[config.mk]
export PLATFORM = sky130hd
export DESIGN_NAME = bit_count_arbiter_flat
export DESIGN_NICKNAME = d
export VERILOG_FILES = /design/src/rtl/bit_count_arbiter_pkg.sv /design/src/rtl/bit_count_arbiter_if.sv /design/src/rtl/bit_counter.sv /design/src/rtl/bit_count_arbiter.sv /design/src/flat_wrapper.sv
export SDC_FILE = /design/constraint.sdc
export NUM_CORES = 1
export LEC_CHECK = 0
export CORE_UTILIZATION = 46
export CTS_CLUSTER_DIAMETER = 200
export DETAILED_ROUTE_END_ITERATION = 10
export HOLD_SLACK_MARGIN = 0.15
export PLACE_DENSITY = 0.8
export RECOVER_POWER = 100
export SLEW_MARGIN = 20
export SYNTH_ARGS = -nofsm -noshare
export SYNTH_HDL_FRONTEND = slang
export SYNTH_SLANG_ARGS = --single-unit
[constraint.sdc]
create_clock -name clk -period 2.2 [get_ports clk]
set_clock_uncertainty 0.2 [all_clocks]
set_input_delay 0.44 -clock clk [delete_from_list [all_inputs] [get_ports clk]]
set_output_delay 0.44 -clock clk [all_outputs]
set_load 0.01 [all_outputs]
[src/rtl/bit_count_arbiter_pkg.sv]
// Shared types and defaults for the round-robin bit-count arbiter.
package bit_count_arbiter_pkg;

    localparam int unsigned DefaultNReq  = 4;
    localparam int unsigned DefaultWidth = 8;

    typedef enum logic [1:0] {
        StIdle,
        StLoad,
        StRun,
        StAck
    } state_e;

endpackage

[src/rtl/bit_count_arbiter_if.sv]
// Request/acknowledge bundle between the requesters and the arbiter.
interface bit_count_arbiter_if #(
    parameter int unsigned N_REQ = bit_count_arbiter_pkg::DefaultNReq,
    parameter int unsigned WIDTH = bit_count_arbiter_pkg::DefaultWidth
);
    localparam int unsigned IdW  = (N_REQ > 1) ? $clog2(N_REQ) : 1;
    localparam int unsigned CntW = $clog2(WIDTH + 1);

    logic [N_REQ-1:0]            req;
    logic [N_REQ-1:0][WIDTH-1:0] num;
    logic [N_REQ-1:0]            ack;
    logic [CntW-1:0]             result;
    logic                        busy;
    logic [IdW-1:0]              grant_id;

    modport master (output req, output num, input ack, input result, input busy,
                    input grant_id);
    modport slave  (input req, input num, output ack, output result, output busy,
                    output grant_id);
endinterface

[src/rtl/bit_counter.sv]
// Serial popcount: captures num while start is low, then shifts one bit per cycle.
module bit_counter #(
    parameter int unsigned WIDTH = bit_count_arbiter_pkg::DefaultWidth,
    localparam int unsigned CntW = $clog2(WIDTH + 1)
) (
    input  logic             clk,
    input  logic             reset,
    input  logic [WIDTH-1:0] num,
    input  logic             start,
    output logic [CntW-1:0]  result,
    output logic             done
);

    logic [WIDTH-1:0] shift_q, shift_d;
    logic [CntW-1:0]  cnt_q, cnt_d;
    logic [CntW-1:0]  step_q, step_d;
    logic             done_q, done_d;

    always_comb begin
        shift_d = shift_q;
        cnt_d   = cnt_q;
        step_d  = step_q;
        done_d  = done_q;
        if (!start) begin
            shift_d = num;
            cnt_d   = '0;
            step_d  = '0;
            done_d  = 1'b0;
        end else if (!done_q) begin
            cnt_d   = cnt_q + CntW'(shift_q[0]);
            shift_d = shift_q >> 1;
            step_d  = step_q + 1'b1;
            // done rises on the edge that consumes the last operand bit
            if (step_q == CntW'(WIDTH - 1)) begin
                done_d = 1'b1;
            end
        end
    end

    always_ff @(posedge clk) begin
        if (reset) begin
            shift_q <= '0;
            cnt_q   <= '0;
            step_q  <= '0;
            done_q  <= 1'b0;
        end else begin
            shift_q <= shift_d;
            cnt_q   <= cnt_d;
            step_q  <= step_d;
            done_q  <= done_d;
        end
    end

    assign result = cnt_q;
    assign done   = done_q;

endmodule

[src/rtl/bit_count_arbiter.sv]
// Round-robin arbiter sharing one serial bit counter among N_REQ requesters.
module bit_count_arbiter
    import bit_count_arbiter_pkg::*;
#(
    parameter int unsigned N_REQ = DefaultNReq,
    parameter int unsigned WIDTH = DefaultWidth
) (
    input logic                clk,
    input logic                reset,
    bit_count_arbiter_if.slave bus
);

    localparam int unsigned IdW  = (N_REQ > 1) ? $clog2(N_REQ) : 1;
    localparam int unsigned CntW = $clog2(WIDTH + 1);

    state_e           state_q, state_d;
    logic [IdW-1:0]   grant_q, grant_d;
    logic [IdW-1:0]   rr_q, rr_d;
    logic [IdW-1:0]   pick;
    logic             found;
    int unsigned      idx;
    logic             cnt_start;
    logic [WIDTH-1:0] cnt_num;
    logic [CntW-1:0]  cnt_result;
    logic             cnt_done;

    bit_counter #(
        .WIDTH (WIDTH)
    ) u_bit_counter (
        .clk    (clk),
        .reset  (reset),
        .num    (cnt_num),
        .start  (cnt_start),
        .result (cnt_result),
        .done   (cnt_done)
    );

    // First pending request at or after rr_q, wrapping.
    always_comb begin
        found = 1'b0;
        pick  = rr_q;
        idx   = 0;
        for (int unsigned i = 0; i < N_REQ; i++) begin
            idx = (int'(rr_q) + i) % N_REQ;
            if (!found && bus.req[idx]) begin
                found = 1'b1;
                pick  = IdW'(idx);
            end
        end
    end

    always_comb begin
        state_d    = state_q;
        grant_d    = grant_q;
        rr_d       = rr_q;
        cnt_start  = 1'b0;
        cnt_num    = '0;
        bus.ack    = '0;
        bus.result = '0;
        unique case (state_q)
            StIdle: begin
                if (found) begin
                    grant_d = pick;
                    state_d = StLoad;
                end
            end
            StLoad: begin
                cnt_num = bus.num[grant_q];
                state_d = StRun;
            end
            StRun: begin
                cnt_start = 1'b1;
                if (cnt_done) begin
                    state_d = StAck;
                end
            end
            StAck: begin
                bus.ack[grant_q] = 1'b1;
                bus.result       = cnt_result;
                rr_d    = (grant_q == IdW'(N_REQ - 1)) ? '0 : grant_q + 1'b1;
                state_d = StIdle;
            end
            default: state_d = StIdle;
        endcase
    end

    always_ff @(posedge clk) begin
        if (reset) begin
            state_q <= StIdle;
            grant_q <= '0;
            rr_q    <= '0;
        end else begin
            state_q <= state_d;
            grant_q <= grant_d;
            rr_q    <= rr_d;
        end
    end

    assign bus.busy     = (state_q != StIdle);
    assign bus.grant_id = grant_q;

endmodule

[src/flat_wrapper.sv]
// flat-port wrapper written by rule: the top's interface ports become plain ports
module bit_count_arbiter_flat import bit_count_arbiter_pkg::*;
#(
    parameter int unsigned N_REQ = DefaultNReq,
    parameter int unsigned WIDTH = DefaultWidth
)
  (clk, reset, bus_req, bus_num, bus_ack, bus_result, bus_busy, bus_grant_id);
  bit_count_arbiter_if #(.N_REQ(N_REQ), .WIDTH(WIDTH)) bus_i ();
  input logic clk;
  input logic reset;
  input wire logic [$bits(bus_i.req)-1:0] bus_req;
  input wire logic [$bits(bus_i.num)-1:0] bus_num;
  output wire logic [$bits(bus_i.ack)-1:0] bus_ack;
  output wire logic [$bits(bus_i.result)-1:0] bus_result;
  output wire logic [$bits(bus_i.busy)-1:0] bus_busy;
  output wire logic [$bits(bus_i.grant_id)-1:0] bus_grant_id;
  assign bus_i.req = bus_req;
  assign bus_i.num = bus_num;
  assign bus_ack = bus_i.ack;
  assign bus_result = bus_i.result;
  assign bus_busy = bus_i.busy;
  assign bus_grant_id = bus_i.grant_id;
  bit_count_arbiter #(.N_REQ(N_REQ), .WIDTH(WIDTH)) u_core (.clk(clk), .reset(reset), .bus(bus_i));
endmodule
==> results of run 1 <==
-- path summary, 6_finish.rpt --
kind              slack, ps                            start                              end
setup / recovery        130           u_core.bus.grant_id[0]                  bus_grant_id[0]
hold / removal          290  u_core.u_bit_counter.shift_q[7]  u_core.u_bit_counter.shift_q[7]
setup reg to reg        150                u_core.state_q[0]  u_core.u_bit_counter.shift_q[5]
hold reg to reg         290  u_core.u_bit_counter.shift_q[7]  u_core.u_bit_counter.shift_q[7]
-- layout make-up --
class	count	area share, %
inverters	15	2.75
clock inverters	1	0.244
repair buffers	55	26.0
flip-flops and latches	23	22.9
multi-input cells	99	44.3
clock buffers	3	1.10
well taps	44	2.69
-- through the flow --
stage / instance area [um^2] / utilization, % / hold slack [ps] / std cells
6_report: 2050 / 67.0 / 293 / 240
5_1_grt: 2050 / 67.0 / 341 / 240
4_1_cts: 2060 / 67.3 / 296 / 240
3_5_place_dp: 2000 / 65.4 / 271 / 235
3_3_place_gp: 2000 / 65.4 / 270 / 235
2_1_floorplan: 1480 / - / 257 / 146
-- layout by cell type (no fill, tap or decap), types with 5 or more instances in the layout --
cell type and n:
mux4_2 7, clkdlybuf4s50_1 37, dfxtp_1 20, nor2_1 15
clkdlybuf4s25_1 5, and2_1 7, buf_4 5, o22ai_2 8
ha_1 9, inv_1 9, clkinv_1 6, mux2i_1 12
nor2b_1 7
-- power by group through the flow --
stage	logic, mW	registers (mW)	clock network, mW
floorplan	0.372	0.517	0
global placement	0.525	0.520	0
detailed placement	0.558	0.525	0
CTS	0.563	0.533	0.200
global route	0.602	0.538	0.219
finish	0.549	0.530	0.191
-- sequential cells by signal, indices dropped and copies added (netlist names) --
signal	cells
u_core.rr_q	2
u_core.u_bit_counter.done	1
u_core.u_bit_counter.result	4
u_core.state_q	2
u_core.u_bit_counter.step_q	4
u_core.u_bit_counter.shift_q	8
u_core.bus.grant_id	2
-- routing by layer --
metal	up-vias	routed length, um	track usage [%]
li1	607	-	-
met1	589	1270	21.7
met2	43	1960	42.7
met3	4	171	3.96
met4	0	29	5.44
met5	-	0	0
-- cell families after synthesis --
family	count (synthesis)
compound gates	19
buf+inv	24
fa+ha+maj	11
mux	20
flops	23
xor+xnor	5
simple gates	44
-- critical path, stage by stage (launching register included) --
cell             delay [ps]
dfxtp_2                 380
buf_6                   190
clkdlybuf4s50_1         550
-- what timing repair did --
item,CTS,global route
buffers inserted,1,0
resized for setup,13,7
hold endpoints to repair,0,0
endpoints found under the setup margin,9,7
==> out/qor.yml, run 1 <==
global_route:
  antenna_found_initial: 0
  grt_overflow: 0
  grt_pass1_vias: 1301
  grt_usage_pct: 21.1
  grt_max_degree: 17
  grt_pass1_wl_mm: 5.53
synth:
  syn_area_per_cell_um2: 10.2
  ys_types: 31
  synthAdderAreaFrac_pct: 9.27
  synth_edf_count: 0
  synth_xor_area_share_pct: 2.95
  yosysTopAreaCell: "dfxtp_1"
  ys_async_sr_fraction_pct: 0
  synth_top_family_by_area: "multiplexers"
  yosysWarnings: 0
  synth_seq_cells: 23
  synth_mux_area_share_pct: 20.5
  synth_top_cells_by_count: "dfxtp_1, nor2_1, mux2i_1"
  synthesis.nets: 195
  yosys-top-cells-area: "dfxtp_1, mux4_2, ha_1"
  syn_area_mm2: 0.00148
  ys_seq_area_share_pct: 31.0
  ys.flop_type: "dfxtp_1"
  synth_most_common_cell: "dfxtp_1"
  synth_top_cell_area_share_pct: 31.0
  synth-compound-area-share_pct: 12.1
  syn-instance-count: 146
  synth-simple-area-share_pct: 15.8
route:
  initialDrtViolationCount: 43
  drt-total-wl_mm: 3.43
  viasPerCell: 5.18
  wl_per_cell_um: 14.3
  vias: 1243
  ant_nets: 0
  drc_errors: 0
  dr.pass1.iters: 4
worst_setup_path:
  critical_path_class: "reg -> out"
  endpoint_kind: "output pin"
  crit_arrival_ps: 1430
  reg2reg_depth: 5
  cp-start-kind: "flip-flop"
  worstPathMaxFanout: 11
  critPathRequiredTime_ps: 1560
power_and_ir_drop:
  intPower_mw: 0.835
  pwr-share-comb_pct: 43.2
  ir_drop_mv: 0.640
  power_mw: 1.27
  p_leak_nw: 0.770
  netSwitchingFraction_pct: 34.3
  power.share.sequential_pct: 41.7
  p_per_area_mw_per_mm2: 620
  power.switching_mw: 0.435
  clockPowerShare_pct: 15.0
timing:
  slew_violations: 0
  setup_viol: 0
  tns_ps: 0
  fin_crit_sh_pct: 94.1
  hold_viol_final: 0
  timing_worst_slew_pin_value_ps: 865
  fmax_mhz: 483
  rsz0062_at_grt: "no"
  setup_ws_ps: 129
  slew_headroom_pct: 42.3
  fin_crit_ps: 2070
floorplan:
  pin_count: 49
  coreArea_mm2: 0.00305
  initial_core_util_pct: 48.6
  die_x_um: 58.8
  chipHeight_um: 58.8
  die-area_mm2: 0.00346
  num_rows: 20
cells_and_area:
  layout-drive-gt1-share_pct: 15.3
  multi_input_area_um2: 907
  area_growth_pct: 37.9
  fillerInstances: 257
  num_antenna_cells: 0
  seq_area_um2: 469
  layout.nets: 246
outcome:
  status: "finished, final reports clean"
hold_path:
  min_path_cells: 2
  hp-class: "reg -> reg"
cts:
  clockBufferDepth: 2
  clk_latency_ps: 310
  root_buffer: "clkbuf_4"
  cts_hold_buffers: 0
  numCtsBuffers: 3
  cts_tree: "yes"
  clk_pin_slew_worst_paths_ps: 120
  htree_levels: 1
  cts_sinks: 23
flow_run:
  maxCapViolCount: 0
placed_design:
  detailed_place_hpwl_mm: 2.76
  pre_cts_ws_ps: 133
  portBuffers: 48
  place.gp.congestion: 0.796
No activity file was read; power rests on OpenSTA's default activity.
==> run 2: changes to the inputs <==
Settings changed: GPL_TIMING_DRIVEN set to 0.
==> run 2 against run 1 <==
Worst hold slack better by 3.8 ps. Largest power group unchanged. Fmax shrank 2.2%. Highest routed layer unchanged. Final cell count grew 2.9%. Sequential share of layout area shrank 0.35 points.
==> out/qor.yml, run 2 (synthesis results as in run 1) <==
route:
  vias: 1245
  initialDrtViolationCount: 18
  drt-total-wl_mm: 3.36
  dr.pass1.iters: 4
  viasPerCell: 5.04
  drc_errors: 0
  wl_per_cell_um: 13.6
  ant_nets: 0
worst_setup_path:
  critical_path_class: "reg -> out"
  reg2reg_depth: 5
  critPathRequiredTime_ps: 1560
  cp-start-kind: "flip-flop"
  endpoint_kind: "output pin"
  crit_arrival_ps: 1480
  reg2reg_slack_ps: 310
  worstPathMaxFanout: 10
  critical_path.reg2reg.endpoint: "u_core.u_bit_counter.shift_q[0]"
  r2r-start: "u_core.state_q[1]"
placed_design:
  portBuffers: 47
  place.gp.congestion: 0.786
  detailed_place_hpwl_mm: 2.60
cts:
  clk_latency_ps: 310
  clockBufferDepth: 2
  htree_levels: 1
  clk_pin_slew_worst_paths_ps: 130
  numCtsBuffers: 3
  cts_sinks: 23
  cts_tree: "yes"
  root_buffer: "clkbuf_4"
cells_and_area:
  layout.nets: 253
  final_cell_mix: "clkdlybuf4s50_1, dfxtp_1, nor2_1, mux2i_1, ha_1"
  fillerInstances: 270
  largest_register_ffs: 8
  final_common_cell: "clkdlybuf4s50_1"
  top_register: "u_core.u_bit_counter.shift_q"
  num_antenna_cells: 0
  area_growth_pct: 40.1
  layout-drive-gt1-share_pct: 15.8
floorplan:
  die-area_mm2: 0.00346
  initial_core_util_pct: 48.6
  chipHeight_um: 58.8
  die_x_um: 58.8
  coreArea_mm2: 0.00305
  pin_count: 49
  num_rows: 20
power_and_ir_drop:
  power_mw: 1.28
  ir_drop_mv: 0.458
  p_per_area_mw_per_mm2: 617
  p_leak_nw: 0.818
global_route:
  antenna_found_initial: 0
  grt_usage_pct: 20.8
  grt_pass1_vias: 1243
  grt_pass1_wl_mm: 5.42
  grt_overflow: 0
  grt_max_degree: 14
timing:
  fin_crit_sh_pct: 96.2
  hold_viol_final: 0
  fin_crit_ps: 2120
  slew_headroom_pct: 64.3
  tns_ps: 0
  slew_violations: 0
  fmax_mhz: 472
  rsz0062_at_grt: "no"
  timing_worst_slew_pin_value_ps: 528
  setup_viol: 0
flow_run:
  maxCapViolCount: 0
hold_path:
  hp-class: "reg -> reg"
  min_from: "u_core.u_bit_counter.shift_q[7]"
  min_path_cells: 2
  whs_endpoint: "u_core.u_bit_counter.shift_q[7]"
outcome:
  status: "finished, final reports clean"
-- run 2: worst max-delay path by stage --
| stage | from | end | slack (ps) | cells past startpoint |
|---|---|---|---|---|
| final | u_core.bus.grant_id[1] | bus_ack[1] | 80 | 5 |
| after global routing | u_core.bus.grant_id[1] | bus_ack[1] | 10 | 5 |
| after CTS | u_core.state_q[0] | bus_result[2] | 10 | 3 |
| after detailed placement | u_core.state_q[1] | bus_ack[2] | -40 | 4 |
| after global placement | u_core.state_q[0] | bus_result[0] | -10 | 4 |
| after floorplan | u_core.bus.grant_id[0] | bus_ack[0] | 520 | 4 |
-- run 2: per-stage QoR --
| step | hold slack, ps | setup WS [ps] | std cells | cell area (um^2) | utilization [%] |
|---|---|---|---|---|---|
| after CTS | 298 | 14.3 | 245 | 2100 | 68.9 |
| after floorplan | 257 | 516 | 146 | 1480 | - |
| after global placement | 271 | -14.0 | 237 | 2010 | 65.8 |
| final | 297 | 82.6 | 247 | 2080 | 68.1 |
| after detailed placement | 273 | -42.8 | 237 | 2010 | 65.8 |
| after global routing | 315 | 11.1 | 247 | 2080 | 68.1 |
-- run 2: where the power goes --
part           switching, mW  internal, mW
clock                  0.133        0.0679
sequential            0.0475         0.477
combinational          0.253         0.303
total                  0.433         0.848
-- run 2: timing repair --
| item | 4_1_cts | 5_1_grt |
|---|---|---|
| hold endpoints to repair | 6 | 0 |
| hold buffers | 1 | 0 |
| endpoints found under the setup margin | 9 | 5 |
| setup buffers | 4 | 2 |
| gates resized for setup | 19 | 4 |
| pin swaps | 1 | 0 |
-- run 2: final cells by class --
| cell class | instances | area [um^2] | share of cell area (%) |
|---|---|---|---|
| plain buffers | 8 | 61.3 | 2.95 |
| clock buffers | 3 | 22.5 | 1.08 |
| clock inverters | 1 | 5.00 | 0.241 |
| inverters | 15 | 56.3 | 2.71 |
| multi-input cells | 99 | 892 | 42.9 |
| flip-flops and latches | 23 | 469 | 22.6 |
| well taps | 44 | 55.1 | 2.65 |
| repair buffers | 54 | 517 | 24.9 |
-- run 2: worst max-delay path, cell delays in order, from the launching register on --
cell           delay [ps]
dfxtp_2               360
buf_6                 140
inv_1                  70
ha_1                  170
and2_1                140
dlygate4sd2_1         280
-- run 2: metal layers --
metal	GRT usage [%]	up-vias	part of all wire (%)
met2	41.2	22	56
met5	0	-	0
met3	2.64	4	3.7
met4	6.46	0	0.92
li1	-	619	-
met1	22.4	600	40
